--- src/rtl/mvm_pkg.sv ---
// Shared types and default dimensions for the 3x3 matrix-vector engine.
package mvm_pkg;

    typedef enum logic [1:0] {IDLE, RUN, DRAIN, DONE} seq_state_t;

    localparam int MVM_M       = 3;
    localparam int MVM_N       = 3;
    localparam int MVM_MAC_LAT = 2;

    // Address width for a memory of v entries, never narrower than one bit.
    function automatic int clog2_min1(input int v);
        return (v > 1) ? $clog2(v) : 1;
    endfunction

endpackage

--- src/rtl/mvm_sequencer_delay_line.sv ---
// Registered shift chain with synchronous clear.
module delay_line #(
    parameter int WIDTH = 1,
    parameter int DEPTH = 1
) (
    input  logic             clk,
    input  logic             clear,
    input  logic [WIDTH-1:0] d,
    output logic [WIDTH-1:0] q
);

    logic [WIDTH-1:0] pipe [DEPTH];

    always_ff @(posedge clk) begin
        if (clear) begin
            for (int i = 0; i < DEPTH; i++) pipe[i] <= '0;
        end else begin
            pipe[0] <= d;
            for (int i = 1; i < DEPTH; i++) pipe[i] <= pipe[i-1];
        end
    end

    assign q = pipe[DEPTH-1];

endmodule

--- src/rtl/mvm_sequencer.sv ---
// Pipelined issue engine for the matrix-vector engine: walks A/x row by
// row, drives the MAC strobes and schedules one y write per row.
module mvm_sequencer
    import mvm_pkg::*;
#(
    parameter int M       = MVM_M,
    parameter int N       = MVM_N,
    parameter int MAC_LAT = MVM_MAC_LAT
) (
    input  logic                         clk,
    input  logic                         reset,
    input  logic                         start,
    output logic                         busy,
    output logic                         done,
    output logic [clog2_min1(M*N)-1:0]   addr_a,
    output logic [clog2_min1(N)-1:0]     addr_x,
    output logic                         mac_valid,
    output logic                         mac_first,
    output logic                         wr_en_y,
    output logic [clog2_min1(M)-1:0]     addr_y
);

    localparam int LOGA = clog2_min1(M*N);
    localparam int LOGX = clog2_min1(N);
    localparam int LOGY = clog2_min1(M);

    localparam logic [LOGX-1:0] K_LAST = LOGX'(N-1);
    localparam logic [LOGY-1:0] R_LAST = LOGY'(M-1);

    seq_state_t      state;
    logic [LOGY-1:0] row;
    logic            issue;
    logic            first;
    logic            last;
    logic [LOGX-1:0] k_nxt;

    logic            mac_last;
    logic [LOGY-1:0] mac_row;
    logic            row_end;
    logic [LOGY-1:0] tag_row;

    assign k_nxt = (addr_x == K_LAST) ? '0 : addr_x + LOGX'(1);

    always_ff @(posedge clk) begin
        if (reset) begin
            state  <= IDLE;
            busy   <= 1'b0;
            done   <= 1'b0;
            issue  <= 1'b0;
            first  <= 1'b0;
            last   <= 1'b0;
            addr_a <= '0;
            addr_x <= '0;
            row    <= '0;
        end else begin
            done <= 1'b0;
            unique case (state)
                IDLE: begin
                    if (start) begin
                        state  <= RUN;
                        busy   <= 1'b1;
                        issue  <= 1'b1;
                        first  <= 1'b1;
                        last   <= (K_LAST == '0);
                        addr_a <= '0;
                        addr_x <= '0;
                        row    <= '0;
                    end
                end
                RUN: begin
                    if (addr_x == K_LAST && row == R_LAST) begin
                        state <= DRAIN;
                        issue <= 1'b0;
                        first <= 1'b0;
                        last  <= 1'b0;
                    end else begin
                        addr_a <= addr_a + LOGA'(1);
                        addr_x <= k_nxt;
                        if (addr_x == K_LAST) row <= row + LOGY'(1);
                        first <= (k_nxt == '0);
                        last  <= (k_nxt == K_LAST);
                    end
                end
                DRAIN: begin
                    // Earlier rows may still write here; only the last row ends the job.
                    if (wr_en_y && addr_y == R_LAST) begin
                        state <= DONE;
                        done  <= 1'b1;
                    end
                end
                DONE: begin
                    state <= IDLE;
                    busy  <= 1'b0;
                end
                default: state <= IDLE;
            endcase
        end
    end

    delay_line #(
        .WIDTH (LOGY + 3),
        .DEPTH (1)
    ) u_mac_stage (
        .clk   (clk),
        .clear (reset),
        .d     ({issue, first, last, row}),
        .q     ({mac_valid, mac_first, mac_last, mac_row})
    );

    assign row_end = mac_valid & mac_last;
    assign tag_row = mac_row & {LOGY{row_end}};

    delay_line #(
        .WIDTH (LOGY + 1),
        .DEPTH (MAC_LAT)
    ) u_tag_stage (
        .clk   (clk),
        .clear (reset),
        .d     ({row_end, tag_row}),
        .q     ({wr_en_y, addr_y})
    );

endmodule

--- config.mk ---
export PLATFORM = sky130hd
export DESIGN_NAME = mvm_sequencer
export DESIGN_NICKNAME = d
export VERILOG_FILES = /design/src/rtl/mvm_pkg.sv /design/src/rtl/mvm_sequencer_delay_line.sv /design/src/rtl/mvm_sequencer.sv
export SDC_FILE = /design/constraint.sdc
export NUM_CORES = 1
export LEC_CHECK = 0
export ABC_CLOCK_PERIOD_IN_PS = 4400
export BUFFER_PORTS_ARGS = -buffer_cell sky130_fd_sc_hd__buf_2
export CORE_AREA = 2 2 54 56
export DETAILED_ROUTE_END_ITERATION = 10
export DIE_AREA = 0 0 56 58
export HOLD_SLACK_MARGIN = 0.06
export PLACE_DENSITY = 0.63
export SETUP_SLACK_MARGIN = 0.15
export SLEW_MARGIN = 5
export SYNTH_ARGS = -nofsm -noshare
export SYNTH_HDL_FRONTEND = slang
export SYNTH_HIERARCHICAL = 1
export SYNTH_SLANG_ARGS = --single-unit
--- constraint.sdc ---
create_clock -name clk -period 4.4 [get_ports clk]
set_clock_uncertainty 0.15 [all_clocks]
set_input_delay 0.44 -clock clk [delete_from_list [all_inputs] [get_ports clk]]
set_output_delay 0.44 -clock clk [all_outputs]
set_load 0.1 [all_outputs]
==> results of run 1 <==
-- routing by layer --
| layer | routed length (um) | up-vias |
|---|---|---|
| met2 | 983 | 23 |
| met3 | 99 | 5 |
| met1 | 953 | 399 |
| li1 | - | 435 |
| met5 | 0 | - |
| met4 | 44 | 0 |
-- layout by cell type, fill, tap and decap left out, drive strengths merged, types with 2 or more instances in the layout --
master,count
nand3b,4
nor2b,13
nand2,8
dfxtp,26
nand4b,2
mux2i,6
o21ai,5
clkbuf,4
ha,8
nand3,4
a21oi,7
a211oi,2
nand2b,2
and3,2
a221oi,2
or3,2
inv,7
buf,15
-- final cells by class --
class                           instances  area share
Multi-Input combinational cell         78      0.4515
Inverter                                8     0.02351
Sequential cell                        26      0.4074
Timing Repair Buffer                   15     0.05877
Clock buffer                            4     0.02840
Tap cell                               31     0.03036
-- metrics by stage --
step                      instance area [um^2]  setup slack (ps)  cells    util  power (uW)
after detailed placement                  1241              2490    158  0.4662       582.8
after global placement                    1241              2565    158  0.4662       574.7
after CTS                                 1277              2468    162  0.4798       701.6
final                                     1277              2468    162  0.4798       696.9
after global routing                      1277              2310    162  0.4798       736.3
after floorplan                           1169              2357    118       -       541.9
-- registers in the layout, indices dropped and copies added (netlist names), 2 cells and up --
name / flops
u_mac_stage/pipe: 5
u_tag_stage/pipe: 6
addr_a: 4
state: 2
addr_x: 2
row: 2
-- power by group through the flow --
stage / clock (uW) / combinational (uW) / sequential, uW
2_1_floorplan: 0 / 177 / 365
3_3_place_gp: 0 / 283 / 292
3_5_place_dp: 0 / 289 / 294
4_1_cts: 124 / 289 / 288
5_1_grt: 132 / 312 / 293
6_report: 121 / 287 / 288
-- cells by family after synthesis --
group                      after synthesis
muxes                                    7
and+or+nand+nor                         42
DFF                                     26
adders and majority gates                8
AOI/OAI and AO/OA                       21
buffers and inverters                   14
-- worst max-delay path: stages (launching register included) --
cell and delay, ps:
dfxtp_1 430, inv_1 110, ha_1 310, mux2i_2 230, or4b_1 520, a21oi_1 140
-- final timing paths --
kind	cells past startpoint	from	to	slack [ps]
max	5	state[0]$_SDFFE_PP0P_	addr_x[0]$_SDFFE_PP0P_	2470
min	3	start	busy$_SDFFE_PP0P_	280
max reg2reg	5	state[0]$_SDFFE_PP0P_	addr_x[0]$_SDFFE_PP0P_	2470
min reg2reg	1	u_tag_stage/pipe[0][0]$_SDFF_PP0_	u_tag_stage/pipe[0][3]$_SDFF_PP0_	310
==> metrics.md, run 1 <==
| Metric | Value |
|---|---|
| Synth Cell Area | `1169 um^2` |
| Final slew viol count | `0` |
| Hold-fix buffers, CTS | `0` |
| Setup violators final | `0` |
| Dominant synthesized flop cell | `dfxtp_1` |
| Internal Pwr Total | `411.1 uW` |
| Die Height | `58 um` |
| Routability Congestion | `0.7693` |
| Mux cell area share after synthesis | `0.06424` |
| Synth Area in Compound Gates | `0.1242` |
| Layout cell share with drive strength beyond 1 | `0.1756` |
| Post-CTS setup buffers | `0` |
| Worst EP arrival | `2040 ps` |
| Crit path max fanout | `7` |
| Clock slew at reported path FFs | `130 ps` |
| Post-synth top cells | `26 x dfxtp_1, 13 x nor2b_1, 8 x ha_1, 8 x nand2_1` |
| Root Driver | `clkbuf_4` |
| GR Layer Usage met1 | `0.1834` |
| Status | `finished, final reports clean` |
| # fillers | `270` |
| Seq pwr share | `0.414` |
| Vias/cell | `5.321` |
| Combinational Power Share | `0.412` |
| Clock share of power | `0.174` |
| Cell taking the most area after synthesis | `dfxtp_1` |
| IO Count | `16` |
| Area share of the largest cell type after synthesis | `0.4454` |
| Initial Utilization | `0.4389` |
| Routed wire per std cell | `12.84 um` |
| Syn Nets | `129` |
| LEAKAGE | `0.0005216 uW` |
| Ant diodes | `0` |
| Vias in the first global route | `817` |
| Synthesized flop and latch total | `26` |
| Synthesis-to-finish area growth | `9.315%` |
| Synth Area in XOR/XNOR | `0` |
| Htree depth | `1` |
| NetSw | `285.8 uW` |
| Worst Path Class, Setup | `reg2reg` |
| Sequential element share of the synthesized area | `0.4454` |
| Cells after synthesis | `118` |
| Pwr per Cell Area | `545.5 nW/um^2` |
| Clock Path Buffers | `2` |
| Register area | `520.5 um^2` |
| Asr flop ratio synth | `0` |
| Aggregate global-route resource usage | `0.1451` |
| Port Buffers | `15` |
| Layout Nets | `143` |
| Top-count cell post-synth | `dfxtp_1` |
| Syn. warnings | `6` |
| Die area | `3248 um^2` |
| Clk Latency, worst-skew pair | `320 ps` |
| GRT overflow | `0` |
| Total negative slack | `0 ps` |
| Antenna Violating Nets Remaining | `0` |
| Vias | `862` |
| Crit path required time | `4510 ps` |
| Post-Synth Simple-Gate Area | `0.2195` |
| Hpwl dp | `1.557 mm` |
| Largest vdd supply drop | `0.0003594 V` |
| CTS Buf Count | `3` |
| DRC viols | `0` |
| Max Freq | `517.7 MHz` |
| Number of synthesized flops with an enable pin | `0` |
| Post-cts sizing count | `0` |
| CP endpoint kind | `flop` |
| Final wirelength | `2.080 mm` |
| Row cnt | `19` |
| Fin. Hold Viols | `0` |
| Pin count of the biggest net entering global routing | `25` |
| Crit path launch type | `flop` |
| Tcrit/Tclk final | `0.4390` |
| Initial antenna violation count | `0` |
| Final Critical Period | `1932 ps` |
| Core region area | `2663 um^2` |
| Routing usage on met3 | `0.02679` |
| Met2 global-route usage | `0.2454` |
| First DRT Iteration DRCs | `18` |
| Hold slack | `281.9 ps` |
| Die Span X | `56 um` |
| Global-route wire length before repair | `3.677 mm` |
| Switching Share | `0.4102` |
| Worst Max-Slew Pin Slew | `489.3 ps` |
| Syn_area_per_cell | `9.904 um^2` |
| Main combinational cell family by area after synthesis | `simple AND/OR/NAND/NOR gates` |
| RSZ-0062 raised after global routing | `false` |
| CTS tree | `yes` |
| Worst min-delay path class | `in2reg` |
| Post-Synth Adder-Cell Area | `0.08565` |
| Multi-input logic area | `576.8 um^2` |
| Unique masters post-synth | `34` |
| Max-cap viol count | `0` |
| Pre-antenna DRT Iters | `4` |
| Top area cells in the synthesized netlist | `dfxtp_1 45%, ha_1 8.6%, nor2b_1 7.0%, mux2i_1 4.3%, a21oi_1 3.0%` |
| Worst slew margin | `0.6761` |
| CTS sink count | `26` |
| Most used routing layer | `met2` |
No activity file was read; power rests on OpenSTA's default activity.
==> run 2: changes to the inputs <==
--- a/config.mk
+++ b/config.mk
@@ -5,7 +5,7 @@
 export SDC_FILE = /design/constraint.sdc
 export NUM_CORES = 1
 export LEC_CHECK = 0
-export ABC_CLOCK_PERIOD_IN_PS = 4400
+export ABC_CLOCK_PERIOD_IN_PS = 1800
 export BUFFER_PORTS_ARGS = -buffer_cell sky130_fd_sc_hd__buf_2
 export CORE_AREA = 2 2 54 56
 export DETAILED_ROUTE_END_ITERATION = 10
==> constraint.sdc (replaced) <==
create_clock -name clk -period 1.8 [get_ports clk]
set_clock_uncertainty 0.15 [all_clocks]
set_input_delay 0.18 -clock clk [delete_from_list [all_inputs] [get_ports clk]]
set_output_delay 0.18 -clock clk [all_outputs]
set_load 0.1 [all_outputs]
==> run 2 against run 1 <==
Effect of this change: worst hold slack got worse by 150 ps; combinational power increased to 3.5 times the previous value; final cell count increased by 6.2%; sequential power increased to 2.5 times the previous value; setup slack got worse by 2300 ps; via count increased by 4.5%; clock-buffer cell count decreased by 1; clock power increased to 3.4 times the previous value.
==> metrics.md, run 2 (synthesized netlist as in run 1, its figures left out) <==
| Metric | Value |
|---|---|
| Status | `finished, final reports clean` |
| Layout Nets | `153 (+7.0%)` |
| LEAKAGE | `0.0005936 uW (+14%)` |
| Combinational Power Share | `0.467 (+0.055)` |
| Worst min-delay path class | `in2reg` |
| Routability Congestion | `0.7477 (-2.8%)` |
| Vias | `901 (+4.5%)` |
| Clk Latency, worst-skew pair | `340 ps (+20 ps)` |
| CP endpoint kind | `flop` |
| Final wirelength | `2.382 mm (+15%)` |
| Most common cell after layout, fill and taps aside | `dfxtp_1` |
| Internal Pwr Total | `1310 uW (+220%)` |
| Tcrit/Tclk final | `0.9328 (+0.4937)` |
| CTS tree | `yes` |
| Most frequent cells in the layout | `18 x dfxtp_1, 15 x buf_2, 13 x nor2b_1` |
| DRC viols | `0 (unchanged)` |
| Hpwl dp | `1.536 mm (-1.4%)` |
| Row cnt | `19 (unchanged)` |
| Final Critical Period | `1679 ps (-252.8 ps)` |
| Fin. Hold Viols | `0 (unchanged)` |
| Worst slew margin | `0.6779 (+0.001857)` |
| Critical Path Source | `state[0]$_SDFFE_PP0P_` |
| IO Count | `16 (unchanged)` |
| Clock slew at reported path FFs | `150 ps (+20 ps)` |
| RSZ-0062 raised after global routing | `true` |
| NetSw | `819.8 uW (+190%)` |
| # fillers | `227 (-16%)` |
| Largest vdd supply drop | `0.001014 V (+180%)` |
| Clock Path Buffers | `2 (unchanged)` |
| Setup violators final | `0 (unchanged)` |
| Root Driver | `clkbuf_4` |
| Max reg flops | `6 (unchanged)` |
| Worst Max-Slew Pin Slew | `486.4 ps (-2.806 ps)` |
| Htree depth | `1 (unchanged)` |
| Synthesis-to-finish area growth | `28.05%` |
| Pwr per Cell Area | `1423 nW/um^2 (+160%)` |
| Multi-input logic area | `674.4 um^2 (+17%)` |
| Seq pwr share | `0.340 (-0.074)` |
| Register area | `535.5 um^2 (+2.9%)` |
| Max Freq | `595.6 MHz (+15%)` |
| Initial antenna violation count | `0 (unchanged)` |
| Final slew viol count | `0 (unchanged)` |
| Largest registers | `u_tag_stage/pipe: 6 flops, u_mac_stage/pipe: 5 flops, addr_a: 4 flops` |
| Die Height | `58 um (unchanged)` |
| Clock share of power | `0.192 (+0.018)` |
| Die area | `3248 um^2 (unchanged)` |
| Aggregate global-route resource usage | `0.1504 (+0.005262)` |
| Port Buffers | `15 (unchanged)` |
| Setup WS pre-CTS | `90.34 ps (-2400 ps)` |
| Ant diodes | `0 (unchanged)` |
| Most flop-heavy register | `u_tag_stage/pipe` |
| Crit path required time | `1910 ps (-2600 ps)` |
| Pin count of the biggest net entering global routing | `24 (-4.0%)` |
| GRT overflow | `0 (unchanged)` |
| Vias/cell | `5.238 (-1.6%)` |
| Routed wire per std cell | `13.85 um (+7.9%)` |
| Global-route wire length before repair | `3.884 mm (+5.6%)` |
| Total negative slack | `0 ps (unchanged)` |
| Worst EP arrival | `1790 ps (-250 ps)` |
| CTS Buf Count | `3 (unchanged)` |
| Utilization after layout | `0.5620 (+0.08224)` |
| First DRT Iteration DRCs | `17 (-1)` |
| Core region area | `2663 um^2 (unchanged)` |
| Worst Path Class, Setup | `reg2reg` |
| HP Start | `reset` |
| Crit path max fanout | `7 (unchanged)` |
| Initial Utilization | `0.4389 (unchanged)` |
| Crit path launch type | `flop` |
| Antenna Violating Nets Remaining | `0 (unchanged)` |
| Final worst slack | `121.0 ps (-2347 ps)` |
| Vias in the first global route | `882 (+8.0%)` |
| Layout cell share with drive strength beyond 1 | `0.3688 (+0.1932)` |
| Pre-antenna DRT Iters | `5 (+1)` |
| CTS sink count | `26 (unchanged)` |
| Reg-to-reg startpoint | `state[0]$_SDFFE_PP0P_` |
| Die Span X | `56 um (unchanged)` |
| Switching Share | `0.3850 (-0.02514)` |
| Max-cap viol count | `0 (unchanged)` |
[run 2: cell count changes in the layout (fill, tap and decap cells not counted), sizes merged]
cell | previous run | this run
dlygate4sd3 | 0 | 1
buf | 15 | 24
clkbuf | 4 | 3
bufinv | 0 | 1
[run 2: what timing repair did]
action / in CTS / in global routing
setup endpoints to repair: 5 / 10
hold endpoints to repair: 2 / 0
pin swaps: 4 / 8
resized for setup: 5 / 14
setup buffers: 4 / 3
hold buffers: 1 / 0
[run 2: routing by layer]
metal | vias up | wire length, um | global-route usage
met1 | 417 | 1056 | 0.1874
li1 | 460 | - | -
met2 | 21 | 1191 | 0.2622
met4 | 0 | 27 | 0.05102
met5 | - | 0 | 0
met3 | 3 | 107 | 0.02902
[run 2: path summary, 6_finish.rpt]
kind / endpoint / slack, ps / depth (start not counted)
max: row[0]$_SDFFE_PP0P_ / 120 / 5
min: addr_x[0]$_SDFFE_PP0P_ / 130 / 3
max reg2reg: row[0]$_SDFFE_PP0P_ / 120 / 5
min reg2reg: u_tag_stage/pipe[0][5]$_SDFF_PP0_ / 300 / 1
[run 2: through the flow]
stage / hold slack, ps / instance area, um^2 / instances / total power [uW]
final: 129.8 / 1496 / 172 / 2129
after global routing: 171.8 / 1496 / 172 / 2248
after CTS: 129.8 / 1398 / 169 / 2004
after detailed placement: 275.5 / 1289 / 160 / 1502
after global placement: 272.8 / 1289 / 160 / 1486
after floorplan: 101.6 / 1201 / 118 / 1378
[run 2: power by group through the flow]
stage	clock network, uW	logic [uW]	registers [uW]
2_1_floorplan	0	473	905
3_3_place_gp	0	762	724
3_5_place_dp	0	773	729
4_1_cts	418	868	717
5_1_grt	435	1080	736
6_report	410	995	725
[run 2: critical path, stage by stage (launching register included)]
cell and delay (ps):
dfxtp_4 390, buf_6 120, ha_4 180, and4b_2 270, a211oi_4 270, mux2i_1 220
[run 2: final cells by class]
type | instances | share of cell area
clock inverter | 1 | 0.02007
timing repair buffer | 25 | 0.1070
multi-input combinational | 78 | 0.4507
inverter | 8 | 0.02341
tap | 31 | 0.02592
clock buffer | 3 | 0.01505
sequential | 26 | 0.3579
==> run 3: changes to the inputs <==
--- a/config.mk
+++ b/config.mk
@@ -7,12 +7,11 @@
 export LEC_CHECK = 0
 export ABC_CLOCK_PERIOD_IN_PS = 1800
 export BUFFER_PORTS_ARGS = -buffer_cell sky130_fd_sc_hd__buf_2
-export CORE_AREA = 2 2 54 56
+export CORE_AREA = 2 2 50 52
 export DETAILED_ROUTE_END_ITERATION = 10
-export DIE_AREA = 0 0 56 58
+export DIE_AREA = 0 0 52 54
 export HOLD_SLACK_MARGIN = 0.06
-export PLACE_DENSITY = 0.63
-export SETUP_SLACK_MARGIN = 0.15
+export PLACE_DENSITY = 0.72
 export SLEW_MARGIN = 5
 export SYNTH_ARGS = -nofsm -noshare
 export SYNTH_HDL_FRONTEND = slang
==> run 3 against run 2 <==
Effect of this change: utilization up 4.2 points; final area down 6.4%; critical path depth increased by 1; die area down 14%; power shrank 7.2%.
==> metrics.md, run 3 (synthesized netlist as in run 1, its figures left out) <==
| Metric | Value |
|---|---|
| Status | `finished, final reports clean` |
| Final slew viol count | `0 (unchanged)` |
| Routability Congestion | `0.7152 (-4.3%)` |
| Utilization after layout | `0.6036 (+0.04153)` |
| Crit path required time | `1880 ps (-30 ps)` |
| Final Critical Period | `1740 ps (+61.23 ps)` |
| Most common cell after layout, fill and taps aside | `dfxtp_1` |
| Max reg flops | `6 (unchanged)` |
| Min-Delay Endpoint | `addr_a[1]$_SDFFE_PP0P_` |
| Pre-antenna DRT Iters | `4 (-1)` |
| Core region area | `2320 um^2 (-13%)` |
| NetSw | `742.7 uW (-9.4%)` |
| CP endpoint kind | `flop` |
| CTS tree | `yes` |
| GRT overflow | `0 (unchanged)` |
| Total power | `1976 uW (-7.2%)` |
| Most flop-heavy register | `u_tag_stage/pipe` |
| Aggregate global-route resource usage | `0.1730 (+0.02261)` |
| Htree depth | `1 (unchanged)` |
| Clock Path Buffers | `2 (unchanged)` |
| Worst min-delay path class | `in2reg` |
| Seq pwr share | `0.359 (+0.019)` |
| Vias | `910 (+1.0%)` |
| Ant diodes | `0 (unchanged)` |
| Crit path launch type | `flop` |
| # fillers | `213 (-6.2%)` |
| Root Driver | `clkbuf_4` |
| Placed Cells | `163 (+1.9%)` |
| Clock share of power | `0.197 (+0.005)` |
| Max-cap viol count | `0 (unchanged)` |
| Worst EP arrival | `1820 ps (+30 ps)` |
| Global-route wire length before repair | `3.546 mm (-8.7%)` |
| Largest vdd supply drop | `0.0008007 V (-21%)` |
| Worst slew margin | `0.6788 (+0.0008980)` |
| R2R depth | `6 (+1)` |
| Worst Max-Slew Pin Slew | `485.1 ps (-1.356 ps)` |
| Die Height | `54 um (-6.9%)` |
| Fin. Hold Viols | `0 (unchanged)` |
| Setup WS pre-CTS | `-56.40 ps (-146.7 ps)` |
| CTS Buf Count | `3 (unchanged)` |
| Worst Path Class, Setup | `reg2reg` |
| IO Count | `16 (unchanged)` |
| Die Span X | `52 um (-7.1%)` |
| Initial antenna violation count | `0 (unchanged)` |
| Vias in the first global route | `811 (-8.0%)` |
| CTS sink count | `26 (unchanged)` |
| Max Freq | `574.6 MHz (-3.5%)` |
| Layout cell share with drive strength beyond 1 | `0.3000 (-0.06879)` |
| Antenna Violating Nets Remaining | `0 (unchanged)` |
| Pwr per Cell Area | `1411 nW/um^2 (-0.82%)` |
| Clock slew at reported path FFs | `140 ps (about the same)` |
| LEAKAGE | `0.0005722 uW (-3.6%)` |
| Final wirelength | `2.233 mm (-6.3%)` |
| Tcrit/Tclk final | `0.9668 (+0.03402)` |
| Combinational Power Share | `0.444 (-0.023)` |
| Min-Delay Path Depth | `3 (unchanged)` |
| Final worst slack | `59.78 ps (-61.23 ps)` |
| Worst r2r dst | `first$_SDFFE_PP0P_` |
| Vias/cell | `5.353 (+2.2%)` |
| Reg-to-reg startpoint | `state[1]$_SDFFE_PP0P_` |
| Layout Nets | `152 (-0.65%)` |
| Internal Pwr Total | `1233 uW (-5.8%)` |
| First DRT Iteration DRCs | `17 (unchanged)` |
| Die area | `2808 um^2 (-14%)` |
| Most frequent cells in the layout | `20 x dfxtp_1, 15 x buf_2, 13 x nor2b_1` |
| Synthesis-to-finish area growth | `19.81%` |
| Hpwl dp | `1.550 mm (+0.92%)` |
| Switching Share | `0.3758 (-0.009160)` |
| Routed wire per std cell | `13.14 um (-5.2%)` |
| Port Buffers | `15 (unchanged)` |
| Pin count of the biggest net entering global routing | `24 (unchanged)` |
| Largest registers | `u_tag_stage/pipe: 6 flops, u_mac_stage/pipe: 5 flops, addr_a: 4 flops` |
| Crit path max fanout | `4 (-3)` |
| Setup violators final | `0 (unchanged)` |
| DRC viols | `0 (unchanged)` |
| Row cnt | `18 (-1)` |
| Flop2flop setup slack | `60 ps (-60 ps)` |
| Non-Filler Instances | `170 (-1.2%)` |
| Initial Utilization | `0.5038 (+0.06487)` |
| HP Start | `reset` |
| Clk Latency, worst-skew pair | `320 ps (-20 ps)` |
==> run 3: layer usage <==
| metal | vias to the layer above | GRT usage | routed length, um | part of all wire |
|---|---|---|---|---|
| met5 | - | 0 | 0 | 0 |
| met4 | 0 | 0.07895 | 19 | 0.0085 |
| met3 | 2 | 0.02500 | 84 | 0.038 |
| met2 | 19 | 0.3101 | 1160 | 0.52 |
| met1 | 434 | 0.2038 | 968 | 0.43 |
| li1 | 455 | - | - | - |
==> run 3: worst max path at each step <==
stage                                  end  slack (ps)                   from  cells after the start
floorplan           addr_x[0]$_SDFFE_PP0P_           8  state[0]$_SDFFE_PP0P_                      6
global placement    addr_x[0]$_SDFFE_PP0P_          70  state[0]$_SDFFE_PP0P_                      5
detailed placement     row[0]$_SDFFE_PP0P_         -60  state[0]$_SDFFE_PP0P_                      6
CTS                    row[0]$_SDFFE_PP0P_         0.2  state[0]$_SDFFE_PP0P_                      6
global route        addr_x[0]$_SDFFE_PP0P_          -6  state[1]$_SDFFE_PP0P_                      5
finish                  first$_SDFFE_PP0P_          60  state[1]$_SDFFE_PP0P_                      6
==> run 3: repair_timing <==
item	4_1_cts	5_1_grt
pin swaps	1	1
endpoints found under the setup margin	5	4
endpoints found under the hold margin	2	0
setup buffers	0	2
cloned	0	0
resized for setup	4	5
hold buffers	1	0
==> run 3: power groups by stage <==
stage                     logic [uW]  registers [uW]  clock network (uW)
after floorplan                  431             896                   0
after global placement           766             710                   0
after detailed placement         786             717                   0
after CTS                        808             709                 402
after global routing             951             718                 421
final                            878             709                 389
==> run 3: area by class of cell <==
cell class	instances	area, um^2	share of cell area
multi-input cells	78	604.3	0.4316
flip-flops and latches	26	530.5	0.3789
repair buffers	24	145.1	0.1037
well taps	30	37.54	0.02681
clock inverters	1	30.03	0.02145
inverters	8	30.03	0.02145
clock buffers	3	22.52	0.01609
==> run 3: critical path: stages, from the launching register on <==
cell and delay, ps:
dfxtp_1 340, inv_1 160, ha_4 190, buf_4 130
mux2i_2 360, a21oi_1 80, a221oi_1 270
==> run 3: metrics by stage <==
| step | area, um^2 | hold slack (ps) | TNS, ps |
|---|---|---|---|
| 2_1_floorplan | 1175 | 101.6 | 0 |
| 3_3_place_gp | 1291 | 273.8 | 0 |
| 3_5_place_dp | 1291 | 283.1 | -105.3 |
| 4_1_cts | 1364 | 117.9 | 0 |
| 5_1_grt | 1400 | 174.6 | -6.192 |
| 6_report | 1400 | 133.1 | 0 |
